--- config.mk ---
export PLATFORM = sky130hd
export DESIGN_NAME = decode_stage
export DESIGN_NICKNAME = d
export VERILOG_FILES = /design/src/rtl/decode_stage.sv
export SDC_FILE = /design/constraint.sdc
export NUM_CORES = 1
export LEC_CHECK = 0
export CAP_MARGIN = 20
export CORE_AREA = 3 3 231 233
export CTS_CLUSTER_DIAMETER = 30
export DETAILED_ROUTE_END_ITERATION = 8
export DIE_AREA = 0 0 234 236
export PLACE_DENSITY = 0.66
export SLEW_MARGIN = 20
export SYNTH_ARGS = -nofsm -noshare
export SYNTH_HDL_FRONTEND = slang
export SYNTH_SLANG_ARGS = --single-unit
--- constraint.sdc ---
create_clock -name clk_in -period 9.6 [get_ports clk_in]
set_input_delay 1.92 -clock clk_in [delete_from_list [all_inputs] [get_ports clk_in]]
set_output_delay 1.92 -clock clk_in [all_outputs]
set_load 0.05 [all_outputs]
--- src/rtl/decode_stage.sv ---
//------------------------------------------------------------------------------
// Module      : decode_stage
// Description : RV64 decode stage with RAW scoreboard, writeback bypass and a
//               registered valid/ready output bundle toward execute.
// Revision    : 1.0 - initial release
//------------------------------------------------------------------------------
`default_nettype none

module decode_stage #(
   parameter  int REG_DATA_WIDTH_POW = 6,
   parameter  int REG_MEM_DEPTH_POW  = 5,
   localparam int c_XLEN             = 1 << REG_DATA_WIDTH_POW,
   localparam int c_AW               = REG_MEM_DEPTH_POW
) (
   input  logic              clk_in,
   input  logic              rst_in,
   // fetch side
   input  logic [31:0]       instr_in,
   input  logic [c_XLEN-1:0] pc_in,
   input  logic              instr_valid_in,
   output logic              instr_ready_out,
   // register file read ports
   output logic [c_AW-1:0]   rs1_out,
   output logic [c_AW-1:0]   rs2_out,
   input  logic [c_XLEN-1:0] reg_data1_in,
   input  logic [c_XLEN-1:0] reg_data2_in,
   // writeback
   input  logic              wb_retire_in,
   input  logic              wb_en_in,
   input  logic [c_AW-1:0]   wb_rd_in,
   input  logic [c_XLEN-1:0] wb_data_in,
   input  logic              flush_in,
   // execute side
   output logic              ex_valid_out,
   input  logic              ex_ready_in,
   output logic [c_XLEN-1:0] ex_pc_out,
   output logic [c_XLEN-1:0] ex_rs1_data_out,
   output logic [c_XLEN-1:0] ex_rs2_data_out,
   output logic [c_XLEN-1:0] ex_imm_out,
   output logic [c_AW-1:0]   ex_rd_out,
   output logic [6:0]        ex_opcode_out,
   output logic [2:0]        ex_funct3_out,
   output logic [6:0]        ex_funct7_out,
   output logic              ex_wr_en_out,
   output logic              ex_illegal_out
);

   localparam int         c_NREGS       = 1 << REG_MEM_DEPTH_POW;
   localparam logic [6:0] c_OP_LUI      = 7'b0110111;
   localparam logic [6:0] c_OP_AUIPC    = 7'b0010111;
   localparam logic [6:0] c_OP_JAL      = 7'b1101111;
   localparam logic [6:0] c_OP_JALR     = 7'b1100111;
   localparam logic [6:0] c_OP_LOAD     = 7'b0000011;
   localparam logic [6:0] c_OP_IMM      = 7'b0010011;
   localparam logic [6:0] c_OP_IMM_32   = 7'b0011011;
   localparam logic [6:0] c_OP_STORE    = 7'b0100011;
   localparam logic [6:0] c_OP_BRANCH   = 7'b1100011;
   localparam logic [6:0] c_OP_OP       = 7'b0110011;
   localparam logic [6:0] c_OP_OP_32    = 7'b0111011;

   // ---------------------------------------------------------------- fields
   logic [6:0]        w_opcode;
   logic [c_AW-1:0]   w_rd;
   logic [2:0]        w_funct3;
   logic [c_AW-1:0]   w_rs1;
   logic [c_AW-1:0]   w_rs2;
   logic [6:0]        w_funct7;

   assign w_opcode = instr_in[6:0];
   assign w_rd     = instr_in[11:7];
   assign w_funct3 = instr_in[14:12];
   assign w_rs1    = instr_in[19:15];
   assign w_rs2    = instr_in[24:20];
   assign w_funct7 = instr_in[31:25];

   assign rs1_out = w_rs1;
   assign rs2_out = w_rs2;

   // ------------------------------------------------------ format decoding
   logic w_fmt_u, w_fmt_j, w_fmt_i, w_fmt_s, w_fmt_b, w_fmt_r, w_illegal;

   always_comb begin
      w_fmt_u   = 1'b0;
      w_fmt_j   = 1'b0;
      w_fmt_i   = 1'b0;
      w_fmt_s   = 1'b0;
      w_fmt_b   = 1'b0;
      w_fmt_r   = 1'b0;
      w_illegal = 1'b0;
      case (w_opcode)
         c_OP_LUI, c_OP_AUIPC:                       w_fmt_u   = 1'b1;
         c_OP_JAL:                                   w_fmt_j   = 1'b1;
         c_OP_JALR, c_OP_LOAD, c_OP_IMM, c_OP_IMM_32: w_fmt_i   = 1'b1;
         c_OP_STORE:                                 w_fmt_s   = 1'b1;
         c_OP_BRANCH:                                w_fmt_b   = 1'b1;
         c_OP_OP, c_OP_OP_32:                        w_fmt_r   = 1'b1;
         default:                                    w_illegal = 1'b1;
      endcase
   end

   logic w_uses_rs1, w_uses_rs2, w_writes_rd;

   assign w_uses_rs1  = w_fmt_i | w_fmt_s | w_fmt_b | w_fmt_r;
   assign w_uses_rs2  = w_fmt_s | w_fmt_b | w_fmt_r;
   assign w_writes_rd = (w_fmt_u | w_fmt_j | w_fmt_i | w_fmt_r) && (w_rd != '0);

   // ------------------------------------------------------------ immediate
   logic [c_XLEN-1:0] w_imm;

   always_comb begin
      w_imm = '0;
      if (w_fmt_u) begin
         w_imm = {{(c_XLEN-32){instr_in[31]}}, instr_in[31:12], 12'b0};
      end else if (w_fmt_j) begin
         w_imm = {{(c_XLEN-21){instr_in[31]}}, instr_in[31], instr_in[19:12],
                  instr_in[20], instr_in[30:21], 1'b0};
      end else if (w_fmt_i) begin
         w_imm = {{(c_XLEN-12){instr_in[31]}}, instr_in[31:20]};
      end else if (w_fmt_s) begin
         w_imm = {{(c_XLEN-12){instr_in[31]}}, instr_in[31:25], instr_in[11:7]};
      end else if (w_fmt_b) begin
         w_imm = {{(c_XLEN-13){instr_in[31]}}, instr_in[31], instr_in[7],
                  instr_in[30:25], instr_in[11:8], 1'b0};
      end
   end

   // ------------------------------------------------------ output register
   logic              r_ex_valid;
   logic [c_XLEN-1:0] r_ex_pc;
   logic [c_XLEN-1:0] r_ex_rs1_data;
   logic [c_XLEN-1:0] r_ex_rs2_data;
   logic [c_XLEN-1:0] r_ex_imm;
   logic [c_AW-1:0]   r_ex_rd;
   logic [6:0]        r_ex_opcode;
   logic [2:0]        r_ex_funct3;
   logic [6:0]        r_ex_funct7;
   logic              r_ex_wr_en;
   logic              r_ex_illegal;
   logic [c_NREGS-1:0] r_pending;

   // -------------------------------------------------- hazard and bypass
   // A retiring writer clears its hazard, unless the bundle still sitting in
   // the output register is itself a newer writer of the same register.
   function automatic logic f_src_hazard(
      input logic               used,
      input logic [c_AW-1:0]    rs,
      input logic [c_NREGS-1:0] pending,
      input logic               out_wr,
      input logic [c_AW-1:0]    out_rd,
      input logic               retire,
      input logic [c_AW-1:0]    ret_rd
   );
      logic out_match;
      logic ret_match;
      out_match = out_wr && (out_rd == rs);
      ret_match = retire && (ret_rd == rs);
      return used && (rs != '0) && (out_match || (pending[rs] && !ret_match));
   endfunction

   function automatic logic [c_XLEN-1:0] f_operand(
      input logic [c_AW-1:0]   rs,
      input logic [c_XLEN-1:0] rf_data,
      input logic              wen,
      input logic [c_AW-1:0]   wrd,
      input logic [c_XLEN-1:0] wdata
   );
      if (rs == '0)                 return '0;
      else if (wen && (wrd == rs))  return wdata;
      else                          return rf_data;
   endfunction

   logic w_out_wr;
   logic w_haz_rs1, w_haz_rs2, w_stall;
   logic w_accept, w_handoff;

   assign w_out_wr  = r_ex_valid && r_ex_wr_en;
   assign w_haz_rs1 = f_src_hazard(w_uses_rs1, w_rs1, r_pending, w_out_wr, r_ex_rd,
                                   wb_retire_in, wb_rd_in);
   assign w_haz_rs2 = f_src_hazard(w_uses_rs2, w_rs2, r_pending, w_out_wr, r_ex_rd,
                                   wb_retire_in, wb_rd_in);
   assign w_stall   = w_haz_rs1 || w_haz_rs2;

   assign instr_ready_out = !rst_in && !flush_in && !w_stall && (!r_ex_valid || ex_ready_in);
   assign w_accept        = instr_valid_in && instr_ready_out;
   assign w_handoff       = r_ex_valid && ex_ready_in;

   // ----------------------------------------------------------- scoreboard
   logic [c_NREGS-1:0] w_pending_nxt;

   always_comb begin
      w_pending_nxt = r_pending;
      if (wb_retire_in) begin
         w_pending_nxt[wb_rd_in] = 1'b0;
      end
      // set after clear so a same-register collision leaves the bit set
      if (w_handoff && r_ex_wr_en) begin
         w_pending_nxt[r_ex_rd] = 1'b1;
      end
      w_pending_nxt[0] = 1'b0;
   end

   always_ff @(posedge clk_in or posedge rst_in) begin
      if (rst_in) begin
         r_pending <= '0;
      end else begin
         r_pending <= w_pending_nxt;
      end
   end

   // -------------------------------------------------------- bundle update
   always_ff @(posedge clk_in or posedge rst_in) begin
      if (rst_in) begin
         r_ex_valid    <= 1'b0;
         r_ex_pc       <= '0;
         r_ex_rs1_data <= '0;
         r_ex_rs2_data <= '0;
         r_ex_imm      <= '0;
         r_ex_rd       <= '0;
         r_ex_opcode   <= '0;
         r_ex_funct3   <= '0;
         r_ex_funct7   <= '0;
         r_ex_wr_en    <= 1'b0;
         r_ex_illegal  <= 1'b0;
      end else if (w_accept) begin
         r_ex_valid    <= 1'b1;
         r_ex_pc       <= pc_in;
         r_ex_rs1_data <= f_operand(w_rs1, reg_data1_in, wb_en_in, wb_rd_in, wb_data_in);
         r_ex_rs2_data <= f_operand(w_rs2, reg_data2_in, wb_en_in, wb_rd_in, wb_data_in);
         r_ex_imm      <= w_imm;
         r_ex_rd       <= w_rd;
         r_ex_opcode   <= w_opcode;
         r_ex_funct3   <= w_funct3;
         r_ex_funct7   <= w_funct7;
         r_ex_wr_en    <= w_writes_rd;
         r_ex_illegal  <= w_illegal;
      end else if (ex_ready_in || flush_in) begin
         r_ex_valid    <= 1'b0;
      end
   end

   assign ex_valid_out    = r_ex_valid;
   assign ex_pc_out       = r_ex_pc;
   assign ex_rs1_data_out = r_ex_rs1_data;
   assign ex_rs2_data_out = r_ex_rs2_data;
   assign ex_imm_out      = r_ex_imm;
   assign ex_rd_out       = r_ex_rd;
   assign ex_opcode_out   = r_ex_opcode;
   assign ex_funct3_out   = r_ex_funct3;
   assign ex_funct7_out   = r_ex_funct7;
   assign ex_wr_en_out    = r_ex_wr_en;
   assign ex_illegal_out  = r_ex_illegal;

endmodule

`default_nettype wire

==> impl_metrics.tcl, run 1 <==
set metrics [dict create \
    r2r-start "r_pending[23]" \
    pin_count 592 \
    synth_cells 1344 \
    vdd_drop_max_uv 198 \
    clock_path_buffers 3 \
    internal-power_mw 4.11 \
    synth_area_per_cell_sq_um 10.4 \
    detail_route.first_pass.iterations 6 \
    arrival_ns 5.57 \
    async_reset_ff_share_pct 100 \
    antenna_found_initial 1 \
    drive_above_1_share_pct 11.0 \
    cp_max_fo 66 \
    rsz0062_at_grt "false" \
    hold_violations 0 \
    synth.top_cell.area_share_pct 50.0 \
    synthesis.area_sq_mm 0.0140 \
    grt_pass1_vias 13500 \
    r2r_end "ex_rs2_data_out[34]" \
    slowest_delay_ns 0.87 \
    cts.repair.resized 0 \
    final_cell_mix "clkdlybuf4s50_1 (591), nand2_1 (281), dfrtp_1 (280)" \
    hold_end "ex_rs1_data_out[14]" \
    gp_congestion 0.907 \
    numCtsBuffers 80 \
    timing.setup.tns_ns 0 \
    postCtsHoldBufs 0 \
    finalNetCount 2191 \
    hpwl_microns 37300 \
    ys_ff_latch 280 \
    wl_microns 54200 \
    hold_path_class "reg -> reg" \
    initial_core_util_pct 27.3 \
    final-setup-viol-count 0 \
    die_h_microns 236 \
    overflow 0 \
    power.leakage_nw 9.50 \
    area_growth_pct 64.9 \
    cap_viol_max_count 0 \
    p_sw_mw 2.05 \
    crit_type "in -> out" \
    fmax_mhz 134 \
    htree_levels 3 \
    finalMaxSlewViolations 0 \
    yosys-top-cells-area "dfrtp_1 (50%), mux2_1 (15%), nand2_1 (7.6%)" \
    syn_nets 1644 \
    clkPwrFrac_pct 46.3 \
    cp_cell_sequence "clkdlybuf4s50_1 > nor4b_2 > buf_4 > a2111oi_0 > and3_1 > nor3_1 > clkdlybuf4s50_1" \
    slew_headroom_pct 31.0 \
    crit_family "buffers and inverters" \
    worst_pin_slew_ns 1.03 \
    power_density_mw_per_mm2 266 \
    startpoint_type "input pin" \
    grt_usage_pct 19.0 \
    critPathCaptureType "output pin" \
    tritoncts "yes" \
    cp_data_required_time_ns 7.68 \
    rows 83 \
    synth-edff-count 0 \
    grt_max_degree 144 \
    pwr-share-seq_pct 25.0 \
    whs_path_depth 1 \
    die_w_microns 234 \
    rrSetupSlack_ns 6.15 \
    path_clk_slew_ns 0.04 \
    via_count 12600 \
    die-area_sq_mm 0.0552 \
    swShare_pct 33.3 \
    grt_pass1_wl_microns 81000 \
    status "finished clean" \
    yosys_warnings 0 \
    viasPerCell 4.80 \
    avgRoutedWirePerCell_microns 20.6 \
    r2r_cells 8 \
    crit_path_start "instr_in[21]" \
    postLayoutCellArea_sq_mm 0.0231 \
    cp_common_cell "clkdlybuf4s50_1" \
    mostFrequentLayoutCell "clkdlybuf4s50_1" \
    coreArea_sq_mm 0.0514 \
    power.share.combinational_pct 28.8 \
    holdWs_ns 0.479 \
    cts.sinks 280 \
    fin_crit_sh_pct 78.0 \
    synth_cell_type_count 47 \
    clk-insertion-delay-late_ns 0.58 \
    cts_setup_buffers 0 \
    cts_root_buf "clkbuf_16" \
    place_area_sq_mm 0.0202 \
    period_needed_ns 7.49 \
    yosys_most_used_dff "dfrtp_1" \
    ys_seq_area_share_pct 50.0 \
    drc_errors 0 \
    drtIter0Drc 664 \
    place_inst 2489 \
    slowest_stage "clkdlybuf4s50_1" \
    path_buf_inv 3 \
    synth.largest_area_cell "dfrtp_1" \
    finClkSkew_ns 0.0165 \
    finalPower_mw 6.16 \
    fin_cells 2635 \
    min_from "ex_rs1_data_out[14]" \
    postRouteAntennaNets 0 \
    port_buffers 591 \
]
==> worst max-delay path by stage <==
stage	endpoint	slack [ns]	cells past startpoint
floorplan	instr_ready_out	3.20	7
global placement	instr_ready_out	2.15	8
detailed placement	instr_ready_out	2.17	8
CTS	instr_ready_out	2.16	8
global route	instr_ready_out	1.95	7
finish	instr_ready_out	2.11	7
==> power by group through the flow <==
stage                     Sequential (mW)  Clock, mW  Combinational, mW
after global placement               1.54          0               1.77
after floorplan                      2.27          0              0.339
final                                1.54       2.85               1.77
after global routing                 1.57       2.98               1.84
after CTS                            1.54       2.90               1.79
after detailed placement             1.55          0               1.78
==> layer usage <==
layer	global-route usage [%]	vias up	share of wire (%)
met4	9.26	0	4.1
li1	-	5711	-
met1	22.1	6171	38
met2	31.3	639	48
met3	6.35	127	9.5
met5	0	-	0
==> cell type report <==
type	instances	area (sq um)
Clock inverter	43	659
Timing Repair Buffer	601	6030
Tap cell	680	851
Multi-Input combinational cell	897	6180
Antenna cell	1	2.50
Sequential cell	280	7010
Fill cell	4718	28300
Clock buffer	102	2260
Inverter	31	120
==> registers in the layout, summed over array words and instances, names as in the netlist <==
| name | count |
|---|---|
| ex_illegal_out | 1 |
| ex_opcode_out | 7 |
| ex_pc_out | 64 |
| ex_imm_out | 32 |
| ex_rs1_data_out | 64 |
| ex_wr_en_out | 1 |
| ex_funct7_out | 7 |
| r_pending | 31 |
| ex_funct3_out | 3 |
| ex_valid_out | 1 |
| ex_rs2_data_out | 64 |
| ex_rd_out | 5 |
==> through the flow <==
step	utilization, %	setup WS [ns]
final	44.9	2.11
after floorplan	-	3.20
after global placement	39.2	2.15
after global routing	44.9	1.95
after detailed placement	39.2	2.17
after CTS	44.9	2.16
==> cells by family (layout without fill, tap and decap cells) <==
kind of cell / after synthesis / count (layout) / share of synthesized area, %
other: 0 / 1 / 0
xor gates and xnor gates: 20 / 20 / 1.25
buffers and inverters: 167 / 777 / 6.22
DFF: 280 / 280 / 50.0
AOI/OAI and AO/OA: 240 / 240 / 9.01
muxes: 270 / 270 / 22.3
and+or+nand+nor: 367 / 367 / 11.2
==> cells in the mapped netlist (11+ instances only) <==
cell / count
mux4_2: 11
o21ai_0: 66
mux2_1: 183
clkbuf_1: 57
nand2_1: 282
nor2_1: 17
mux2_2: 41
buf_4: 62
mux2i_1: 35
nor3_1: 11
inv_1: 31
xnor2_1: 11
dfrtp_1: 280
a21oi_1: 152
Note: power is estimated with default switching activity, not from simulation.
==> inputs of run 2 (changes only) <==
--- a/config.mk
+++ b/config.mk
@@ -6,10 +6,10 @@
 export NUM_CORES = 1
 export LEC_CHECK = 0
 export CAP_MARGIN = 20
-export CORE_AREA = 3 3 231 233
+export CORE_AREA = 3 3 227 229
 export CTS_CLUSTER_DIAMETER = 30
 export DETAILED_ROUTE_END_ITERATION = 8
-export DIE_AREA = 0 0 234 236
+export DIE_AREA = 0 0 230 232
 export PLACE_DENSITY = 0.66
 export SLEW_MARGIN = 20
 export SYNTH_ARGS = -nofsm -noshare
==> constraint.sdc (replaced) <==
create_clock -name clk_in -period 7.35 [get_ports clk_in]
set_input_delay 1.47 -clock clk_in [delete_from_list [all_inputs] [get_ports clk_in]]
set_output_delay 1.47 -clock clk_in [all_outputs]
set_load 0.05 [all_outputs]
==> impl_metrics.tcl, run 2 (same netlist as run 1, synthesis figures left out) <==
set metrics [dict create \
    use_met1_pct 24.4 \
    wl_microns 53900 \
    finalMaxSlewViolations 0 \
    timing.setup.tns_ns 0 \
    cp_data_required_time_ns 5.88 \
    die_h_microns 232 \
    cts.sinks 280 \
    grt_pass1_wl_microns 81300 \
    power_density_mw_per_mm2 345 \
    drtIter0Drc 766 \
    die-area_sq_mm 0.0534 \
    htree_levels 3 \
    critPathCaptureType "output pin" \
    path_buf_inv 2 \
    antenna_found_initial 3 \
    final-setup-viol-count 0 \
    hold_violations 0 \
    slew_headroom_pct 35.3 \
    tritoncts "yes" \
    r2r_end "ex_rs2_data_out[30]" \
    numCtsBuffers 78 \
    overflow 0 \
    rsz0062_at_grt "false" \
    area_growth_pct 64.8 \
    r2r-start "r_pending[21]" \
    die_w_microns 230 \
    postRouteAntennaNets 0 \
    arrival_ns 4.77 \
    coreArea_sq_mm 0.0499 \
    grtUsageMet3_pct 6.16 \
    grt_busiest_layer "met2" \
    worst_pin_slew_ns 0.971 \
    cts_setup_buffers 0 \
    grt_max_degree 93 \
    fmax_mhz 160 \
    cap_viol_max_count 0 \
    mostFrequentLayoutCell "clkdlybuf4s50_1" \
    path_clk_slew_ns 0.05 \
    fin_crit_sh_pct 84.9 \
    slowest_stage "clkdlybuf4s50_1" \
    r2r_cells 9 \
    finalNetCount 2197 \
    grt_pass1_vias 13300 \
    hold_path_class "reg -> reg" \
    crit_family "buffers and inverters" \
    drive_above_1_share_pct 11.2 \
    post-route-util_pct 46.3 \
    period_needed_ns 6.24 \
    cp.depth 8 \
    via_count 12600 \
    cp_cell_sequence "clkdlybuf4s50_1 > mux4_2 > nor2_1 > a21oi_1 > a311oi_1 > nor4_1 > nor3_1 > clkdlybuf4s50_1" \
    cp_common_cell "clkdlybuf4s50_1" \
    detail_route.first_pass.iterations 5 \
    power.leakage_nw 9.52 \
    finalPower_mw 7.96 \
    slowest_delay_ns 1.06 \
    avgRoutedWirePerCell_microns 20.5 \
    cts.repair.resized 0 \
    drc_errors 0 \
    status "finished clean" \
    clk-insertion-delay-late_ns 0.59 \
    pin_count 592 \
    rows 82 \
    postCtsHoldBufs 0 \
    finClkSkew_ns 0.0221 \
    rrSetupSlack_ns 3.79 \
    crit_path_start "instr_in[15]" \
    setup.worst_path.end "instr_ready_out" \
    viasPerCell 4.81 \
    vdd_drop_max_uv 211 \
    use_met2_pct 31.5 \
    gp_congestion 0.985 \
    initial_core_util_pct 28.1 \
    clock_path_buffers 3 \
    grt_usage_pct 19.6 \
    crit_type "in -> out" \
    cts_root_buf "clkbuf_16" \
    port_buffers 591 \
    cp_max_fo 16 \
    startpoint_type "input pin" \
    hpwl_microns 38400 \
    final_cell_mix "clkdlybuf4s50_1 (591), nand2_1 (281), dfrtp_1 (280)" \
]
==> run 2: cell count changes in the layout (fill, tap and decap cells not counted) <==
| cell | delta |
|---|---|
| inv_6 | +1 |
| buf_4 | +8 |
| clkinv_8 | +1 |
| bufinv_16 | -3 |
| clkinv_16 | +1 |
| clkinvlp_4 | -4 |
| clkbuf_8 | +3 |
| clkinv_2 | -4 |
| clkbuf_1 | -2 |
| inv_16 | +1 |
| nand3_2 | +1 |
| nand3_4 | -1 |
| clkbuf_16 | -2 |
| clkinv_4 | +3 |
==> run 2: final cells by class <==
cell class | instances | area, sq um
well taps | 672 | 841
inverters | 31 | 120
fillers | 4607 | 26800
repair buffers | 609 | 6090
flip-flops and latches | 280 | 7010
multi-input cells | 897 | 6170
diodes | 1 | 2.50
clock inverters | 39 | 621
clock buffers | 101 | 2240
==> run 2: stage by stage <==
step	hold WS [ns]	cells	cell area [sq um]	setup slack, ns
after detailed placement	0.474	2489	20200	1.10
after CTS	0.482	2629	23100	1.07
after global routing	0.490	2630	23100	0.912
final	0.480	2630	23100	1.11
after floorplan	0.481	1344	14000	1.85
after global placement	0.466	2489	20200	1.12
==> run 2: metal layers <==
layer / up-vias / wire length (microns)
met5: - / 20
met4: 2 / 1770
met3: 93 / 4610
met2: 588 / 25600
met1: 6246 / 21900
li1: 5711 / -
==> run 2: worst min path at each step <==
stage	end	from	slack [ns]	cells past startpoint
after floorplan	r_pending[6]	r_pending[6]	0.48	2
after global placement	ex_rs2_data_out[43]	ex_rs2_data_out[43]	0.47	1
after detailed placement	ex_rs1_data_out[25]	ex_rs1_data_out[25]	0.47	1
after CTS	ex_rs2_data_out[31]	ex_rs2_data_out[31]	0.48	1
after global routing	ex_rs2_data_out[53]	ex_rs2_data_out[53]	0.49	1
final	ex_rs2_data_out[21]	ex_rs2_data_out[21]	0.48	1
==> run 2: power by group <==
part	switching, mW	internal (mW)
clock network	1.03	2.59
registers	0.179	1.83
logic	1.49	0.835
